===== src/rtl/wait_duration_if.sv =====
// Command/status bundle between the sequencer and the wait_duration timer.
interface wait_duration_if #(
   parameter int unsigned DUR_WIDTH = 32
);
   logic                 i_sel_wait_duration;
   logic                 i_args_valid;
   logic [DUR_WIDTH-1:0] i_duration;
   logic [1:0]           i_unit;
   logic                 i_abort;
   logic                 o_busy;
   logic                 o_wait_duration_done;
   logic                 o_error;

   modport master (
      output i_sel_wait_duration, i_args_valid, i_duration, i_unit, i_abort,
      input  o_busy, o_wait_duration_done, o_error
   );

   modport slave (
      input  i_sel_wait_duration, i_args_valid, i_duration, i_unit, i_abort,
      output o_busy, o_wait_duration_done, o_error
   );
endinterface


===== src/rtl/wait_duration.sv =====
// Delay timer: converts duration+unit to ps, counts clock periods without a
// divider, and returns a one-cycle done pulse.
module wait_duration #(
   parameter int unsigned CLK_PERIOD = 20000,
   parameter int unsigned DUR_WIDTH  = 32
) (
   input  logic           clk,
   input  logic           rst,
   wait_duration_if.slave bus
);
   localparam int unsigned TW = DUR_WIDTH + 30;
   localparam int unsigned EW = DUR_WIDTH + 31;

   typedef enum logic [1:0] {S_IDLE, S_LOAD, S_COUNT, S_DONE} state_t;

   state_t               r_state, w_next;
   logic [DUR_WIDTH-1:0] r_dur;
   logic [1:0]           r_unit;
   logic [TW-1:0]        r_target, w_target;
   logic [EW-1:0]        r_elapsed, w_elapsed_nxt;
   logic [29:0]          w_scale;
   logic                 w_start, w_reached;
   logic                 r_busy, r_done, r_error;

   assign w_start = bus.i_sel_wait_duration & bus.i_args_valid;

   always_comb begin
      w_scale = 30'd1;
      case (r_unit)
         2'd0:    w_scale = 30'd1;
         2'd1:    w_scale = 30'd1_000;
         2'd2:    w_scale = 30'd1_000_000;
         default: w_scale = 30'd1_000_000_000;
      endcase
   end

   assign w_target      = TW'(r_dur) * TW'(w_scale);
   assign w_elapsed_nxt = r_elapsed + EW'(CLK_PERIOD);
   // Exit on the cycle whose period would cover the target: yields ceil(target/period) cycles.
   assign w_reached     = (w_elapsed_nxt >= {1'b0, r_target});

   always_comb begin
      w_next = r_state;
      case (r_state)
         S_IDLE:  if (w_start && !bus.i_abort) w_next = S_LOAD;
         S_LOAD: begin
            if (bus.i_abort)        w_next = S_IDLE;
            else if (w_target == '0) w_next = S_DONE;
            else                    w_next = S_COUNT;
         end
         S_COUNT: begin
            if (bus.i_abort)    w_next = S_IDLE;
            else if (w_reached) w_next = S_DONE;
         end
         default: w_next = S_IDLE;
      endcase
   end

   always_ff @(posedge clk or posedge rst) begin
      if (rst) begin
         r_state   <= S_IDLE;
         r_dur     <= '0;
         r_unit    <= '0;
         r_target  <= '0;
         r_elapsed <= '0;
         r_busy    <= 1'b0;
         r_done    <= 1'b0;
         r_error   <= 1'b0;
      end else begin
         r_state <= w_next;
         r_busy  <= (r_state != S_IDLE);
         r_done  <= (r_state == S_DONE);
         r_error <= w_start && (r_state != S_IDLE);
         if (r_state == S_IDLE && w_start && !bus.i_abort) begin
            r_dur  <= bus.i_duration;
            r_unit <= bus.i_unit;
         end
         if (r_state == S_LOAD) begin
            r_target  <= w_target;
            r_elapsed <= '0;
         end else if (r_state == S_COUNT) begin
            r_elapsed <= w_elapsed_nxt;
         end
      end
   end

   assign bus.o_busy               = r_busy;
   assign bus.o_wait_duration_done = r_done;
   assign bus.o_error              = r_error;
endmodule

===== src/flat_wrapper.sv =====
// flat-port wrapper written by rule: the top's interface ports become plain ports
module wait_duration_flat 
#(
   parameter int unsigned CLK_PERIOD = 20000,
   parameter int unsigned DUR_WIDTH  = 32
)
  (clk, rst, bus_i_sel_wait_duration, bus_i_args_valid, bus_i_duration, bus_i_unit, bus_i_abort, bus_o_busy, bus_o_wait_duration_done, bus_o_error);
  wait_duration_if #(.DUR_WIDTH(DUR_WIDTH)) bus_i ();
  input  logic clk;
  input  logic rst;
  input wire logic [$bits(bus_i.i_sel_wait_duration)-1:0] bus_i_sel_wait_duration;
  input wire logic [$bits(bus_i.i_args_valid)-1:0] bus_i_args_valid;
  input wire logic [$bits(bus_i.i_duration)-1:0] bus_i_duration;
  input wire logic [$bits(bus_i.i_unit)-1:0] bus_i_unit;
  input wire logic [$bits(bus_i.i_abort)-1:0] bus_i_abort;
  output wire logic [$bits(bus_i.o_busy)-1:0] bus_o_busy;
  output wire logic [$bits(bus_i.o_wait_duration_done)-1:0] bus_o_wait_duration_done;
  output wire logic [$bits(bus_i.o_error)-1:0] bus_o_error;
  assign bus_i.i_sel_wait_duration = bus_i_sel_wait_duration;
  assign bus_i.i_args_valid = bus_i_args_valid;
  assign bus_i.i_duration = bus_i_duration;
  assign bus_i.i_unit = bus_i_unit;
  assign bus_i.i_abort = bus_i_abort;
  assign bus_o_busy = bus_i.o_busy;
  assign bus_o_wait_duration_done = bus_i.o_wait_duration_done;
  assign bus_o_error = bus_i.o_error;
  wait_duration #(.CLK_PERIOD(CLK_PERIOD), .DUR_WIDTH(DUR_WIDTH)) u_core (.clk(clk), .rst(rst), .bus(bus_i));
endmodule

===== config.mk =====
export PLATFORM = sky130hd
export DESIGN_NAME = wait_duration_flat
export DESIGN_NICKNAME = d
export VERILOG_FILES = /design/src/rtl/wait_duration_if.sv /design/src/rtl/wait_duration.sv /design/src/flat_wrapper.sv
export SDC_FILE = /design/constraint.sdc
export NUM_CORES = 2
export LEC_CHECK = 0
export ABC_CLOCK_PERIOD_IN_PS = 16600
export BUFFER_PORTS_ARGS = -buffer_cell sky130_fd_sc_hd__buf_2
export CORE_ASPECT_RATIO = 0.8
export CORE_MARGIN = 2
export CORE_UTILIZATION = 65
export CTS_BUF_LIST = sky130_fd_sc_hd__clkbuf_8
export DETAILED_ROUTE_END_ITERATION = 7
export GPL_ROUTABILITY_DRIVEN = 0
export PLACE_DENSITY = 0.82
export SYNTH_ARGS = -nofsm -noshare
export SYNTH_HDL_FRONTEND = slang
export SYNTH_SLANG_ARGS = --single-unit

===== constraint.sdc =====
create_clock -name clk -period 16.6 [get_ports clk]
set_clock_uncertainty 0.2 [all_clocks]
set_input_delay 1.66 -clock clk [delete_from_list [all_inputs] [get_ports clk]]
set_output_delay 1.66 -clock clk [all_outputs]
set_load 0.01 [all_outputs]

# [Yosys cells after proc, flatten, opt, wreduce, memory -nomap -nowiden]
# Cells that the tools add are included.
[classes] n_eq_ne=7 magnitude_cmp=1 multipliers=1 bitwise=1 n_mux=9 n_reduce_logical=11 addsub=1
[ops] operator="two-way mux 63 bit" n=2
[ops] operator="one-hot mux 30 bit (3 select lines)" n=1
[ops] operator="adder 63 x 15 -> 63 bit (second input constant)" n=1
[ops] operator="greater-or-equal comparator 63 x 62 -> 1 bit" n=1
[ops] operator="logical NOT 62 bit" n=1
[ops] operator="multiplier 32 x 30 -> 62 bit" n=1
[ops] operator="two-way mux 2 bit" n=4
[ops] operator="equality test 2 bit (second input constant)" n=3
[ops] operator="one-hot mux 2 bit (3 select lines)" n=1
[ops] operator="equality test 2 x 1 -> 1 bit (second input constant)" n=2
[ops] operator="logical AND 1 bit" n=4
[ops] operator="logical NOT 2 bit" n=2
[ops] operator="nonzero test 2 bit" n=2
[ops] operator="!= test 3 x 2 -> 1 bit (second input constant)" n=1
[ops] operator="!= test 2 x 1 -> 1 bit (second input constant)" n=1
[ops] operator="AND reduction 2 bit" n=1
[ops] operator="bitwise AND 1 bit" n=1
[ops] operator="logical NOT 1 bit" n=1
[ops] operator="two-way mux 1 bit" n=1
[totals] output_inout_bits=3 register_bits=164 input_bits=39

# [Longest topological paths before layout]
[depth] ltp_word=7 ltp_mapped=34

# [Worst setup path before layout]
# No wires, ideal clock.
[synth_path] kind="reg2reg" start="reg u_core.r_unit[0]" end="reg u_core.r_state[0]" path_buffers=4 arrival_time_ps=8515 slack_ps=7794 stages_incl_launch_ff=28 setup_ps=92 path_cell_list="dfrtp_1 > ha_1 > clkbuf_1 > clkbuf_1 > clkbuf_1 > nand2_1 > fa_1 > fa_1 > fa_1 > inv_1 > fa_1 > fa_1 > fa_1 > fa_1 > ha_1 > ha_1 > clkbuf_1 > a21o_1 > o21bai_1 > a221oi_1 > o21ai_0 > a211oi_1 > o21ai_0 > xor2_1 > or4_1 > nor4_1 > nand4_1 > o31ai_2"
[synth_between] elab_chain_cells=7 elab_cells_between_ends=9 classes_between="1 x mul; 2 x eq/ne; 4 x mux; 2 x reduce/logical"
[synth_lines] item="from (decl)" line="wait_duration.sv:18" source="logic [1:0] r_unit;"
[synth_lines] item="from (signal assigned)" line="wait_duration.sv:76" source="r_unit <= bus.i_unit;"
[synth_lines] item="equality test 2 bit, or another cell as far along" line="wait_duration.sv:29" source="case (r_unit)"
[synth_lines] item="one-hot mux 30 bit (3 select lines) *" line="wait_duration.sv:29"
[synth_lines] item="multiplier 32 x 30 -> 62 bit *" line="wait_duration.sv:37" source="assign w_target = TW'(r_dur) * TW'(w_scale);"
[synth_lines] item="logical NOT 62 bit *" line="wait_duration.sv:48" source="else if (w_target == '0) w_next = S_DONE;"
[synth_lines] item="two-way mux 1 bit *" line="wait_duration.sv:48"
[synth_lines] item="two-way mux 2 bit *" line="wait_duration.sv:47" source="if (bus.i_abort) w_next = S_IDLE;"
[synth_lines] item="one-hot mux 2 bit (3 select lines) *" line="wait_duration.sv:44" source="case (r_state)"
[synth_lines] item="to (signal assigned)" line="wait_duration.sv:70" source="r_state <= w_next;"
[synth_lines] item="to (decl)" line="wait_duration.sv:16" source="state_t r_state, w_next;"
# Mark *: on every way between the ends. The rest lies on a longest branch, timed or not.
# A chain may end at the register's enable or synchronous reset.

# [Worst setup path in the final report]
# Same ends and word-level chain as after synthesis.

==> results.py <==
metrics = {
    "run_status": {
        "outcome": "finished, final reports clean",
    },
    "clocking": {
        "cts.sinks": 159,
        "post-cts-setup-buffer-count": 0,
        "numCtsBuffers": 17,
        "clk_latency_ns": 0.53,
        "cts_resized": 0,
        "clk_pin_slew_worst_paths_ns": 0.11,
        "clockBufferDepth": 2,
        "cts_tree": "built",
        "root_buffer": "clkbuf_8",
        "h-tree-depth": 4,
        "hold_buffers": 0,
    },
    "final_layout": {
        "final_cell_mix": "inv_1 (804), fa_1 (526), ha_1 (481)",
        "final_common_cell": "inv_1",
        "synthToLayoutAreaGrowth_pct": 3.50,
        "fin_area_mm2": 0.0329,
        "nets": 4365,
        "layout-drive-gt1-share_pct": 4.57,
    },
    "yosys": {
        "synth_enable_flop_cells": 0,
        "ys.flop_type": "dfrtp_1",
        "synth_area_leader_cell": "fa_1",
        "avgSynthCellArea_um2": 9.49,
        "synth_cell_type_count": 76,
        "synth_seq_cells": 159,
        "synthCells": 3352,
        "syn_nets": 4400,
        "yosys.area.top_type_share_pct": 33.1,
        "netlist_area_mm2": 0.0318,
        "async_reset_ff_share_pct": 100,
        "synth-seq-area-share_pct": 12.5,
        "synthTopCellsByArea": "fa_1 (33%), ha_1 (19%), dfrtp_1 (13%)",
        "yosys_warnings": 0,
    },
    "setup_path": {
        "crit_required_ns": 16.84,
        "arrival_ns": 10.71,
        "cp-start-kind": "flip-flop",
        "worstPathMaxFanout": 68,
        "criticalPathCategory": "flip-flop to flip-flop",
        "cp-end-kind": "flip-flop",
    },
    "sta": {
        "grt_setup_unrepaired": "no",
        "layout_setup_ws_ns": 6.13,
        "fmax_ghz": 0.0955,
        "maxSlewHeadroom_pct": 10.2,
        "slew_viol_final": 0,
        "tightest_slew_ns": 1.34,
        "setup_viol": 0,
        "hold_viol": 0,
        "min_period_ns": 10.47,
        "setup_tns_ns": 0,
        "finalCritPeriodShare_pct": 63.1,
    },
    "grt": {
        "grt_start_max_net_pins": 107,
        "grtUsageTotal_pct": 33.7,
        "grt_overflow_total": 0,
        "grt_pass1_wl_mm": 134,
        "grt_pass1_vias": 25781,
        "antenna_found_initial": 3,
    },
    "placed_design": {
        "dpl-instance-area_mm2": 0.0325,
        "dpl_worst_slack_ns": 6.43,
        "io_buffer_count": 41,
        "hpwl_mm": 69.1,
    },
    "floorplanning": {
        "die-height_um": 202,
        "start_util_pct": 65.8,
        "die-area_mm2": 0.0507,
        "row_count": 72,
        "die-width_um": 251,
        "coreArea_mm2": 0.0484,
        "pin_count": 42,
    },
    "detailed_routing": {
        "vias": 23771,
        "post_drt_wl_per_cell_um": 20.5,
        "totalWireLength_mm": 81.1,
        "viasPerCell": 6.00,
        "drtIter0Drc": 2459,
        "ant_nets": 0,
        "drc": 0,
        "drt-pass1-iter-count": 6,
    },
    "min_path": {
        "hold_class": "flip-flop to flip-flop",
    },
    "flow_run": {
        "max-cap-violations": 0,
    },
}
registers in the layout, summed over array words and instances (netlist names):
| signal | flops |
|---|---|
| u_core.r_target | 62 |
| u_core.r_elapsed | 58 |
| u_core.r_dur | 32 |
| u_core.r_state | 2 |
| u_core.r_unit | 2 |
| u_core.bus.o_busy | 1 |
| u_core.bus.o_error | 1 |
| u_core.bus.o_wait_duration_done | 1 |
final timing paths:
check                                    start              endpoint  slack [ns]  depth (start not counted)
min in group asynchronous                  rst  u_core.r_elapsed[10]        1.15                          2
max reg2reg                   u_core.r_unit[0]     u_core.r_state[0]        6.13                         27
max                           u_core.r_unit[0]     u_core.r_state[0]        6.13                         27
min reg2reg                u_core.r_target[15]   u_core.r_target[15]        0.29                          1
min                        u_core.r_target[15]   u_core.r_target[15]        0.29                          1
max in group asynchronous                  rst   u_core.r_target[58]       13.72                          3
Yosys cell counts (27+ instances only):
cell	count
inv_1	805
fa_1	526
ha_1	483
nand2_1	222
dfrtp_1	159
o21ai_0	108
a21oi_1	106
xnor2_1	95
nor2_1	93
clkbuf_1	84
and2_1	82
nand3_1	45
nor3_1	41
a21o_1	38
mux2_2	38
nand4_1	38
nor2b_1	37
xor2_1	35
and3_1	27
kinds of logic (layout without fill, tap and decap cells):
| kind of cell | after synthesis | after routing | synth area share, % |
|---|---|---|---|
| compound gates | 437 | 437 | 8.93 |
| buf+inv | 908 | 885 | 10.8 |
| other cells | 0 | 6 | 0 |
| flops | 159 | 159 | 12.5 |
| simple gates | 652 | 652 | 10.2 |
| fa+ha+maj | 1011 | 1011 | 52.2 |
| xor+xnor | 130 | 130 | 3.58 |
| mux | 55 | 55 | 1.88 |
metrics by stage:
step | std cells | util [%] | hold slack, ns
after floorplan | 3352 | - | 0.254
after CTS | 3958 | 68.0 | 0.295
final | 3964 | 68.1 | 0.294
after detailed placement | 3927 | 67.1 | 0.273
after global routing | 3959 | 68.0 | 0.317
after global placement | 3927 | 67.1 | 0.268
metal layers:
metal  track usage, %  share of wire [%]  vias to the layer above
met3             6.99                9.1                      192
met1             45.8                 41                    11899
li1                 -                  -                    10593
met5                0              0.014                        -
met4             12.0                3.3                        2
met2             54.0                 47                     1085
worst max-delay path, cell delays in order (launching register included):
cell      delay (ns)
dfrtp_1         0.43
ha_2            0.19
buf_4           0.52
and2_1          0.62
nor2_1          0.18
fa_1            0.59
inv_1           0.06
fa_1            0.49
inv_1           0.06
fa_1            0.49
inv_1           0.05
fa_1            0.46
fa_1            0.51
fa_1            0.52
fa_1            0.50
ha_1            0.31
ha_1            0.53
a21o_1          0.28
o21bai_1        0.25
a221oi_1        0.38
o21ai_0         0.17
a211oi_1        0.65
o21ai_0         0.23
xor2_1          0.24
or4_1           0.52
nor4_1          0.50
nand4_1         0.17
o31ai_2         0.21
layout make-up:
type / count / area (um^2)
Inverter: 806 / 3030
Clock buffer: 17 / 234
Timing Repair Buffer: 48 / 258
Fill cell: 3610 / 15400
Clock inverter: 14 / 198
Antenna cell: 6 / 15.0
Sequential cell: 159 / 3980
Tap cell: 629 / 787
Multi-Input combinational cell: 2285 / 24400
Power is left out: the tool's default activity adds up to more than one toggle a clock period on the data nets, which glitch-free logic cannot reach.
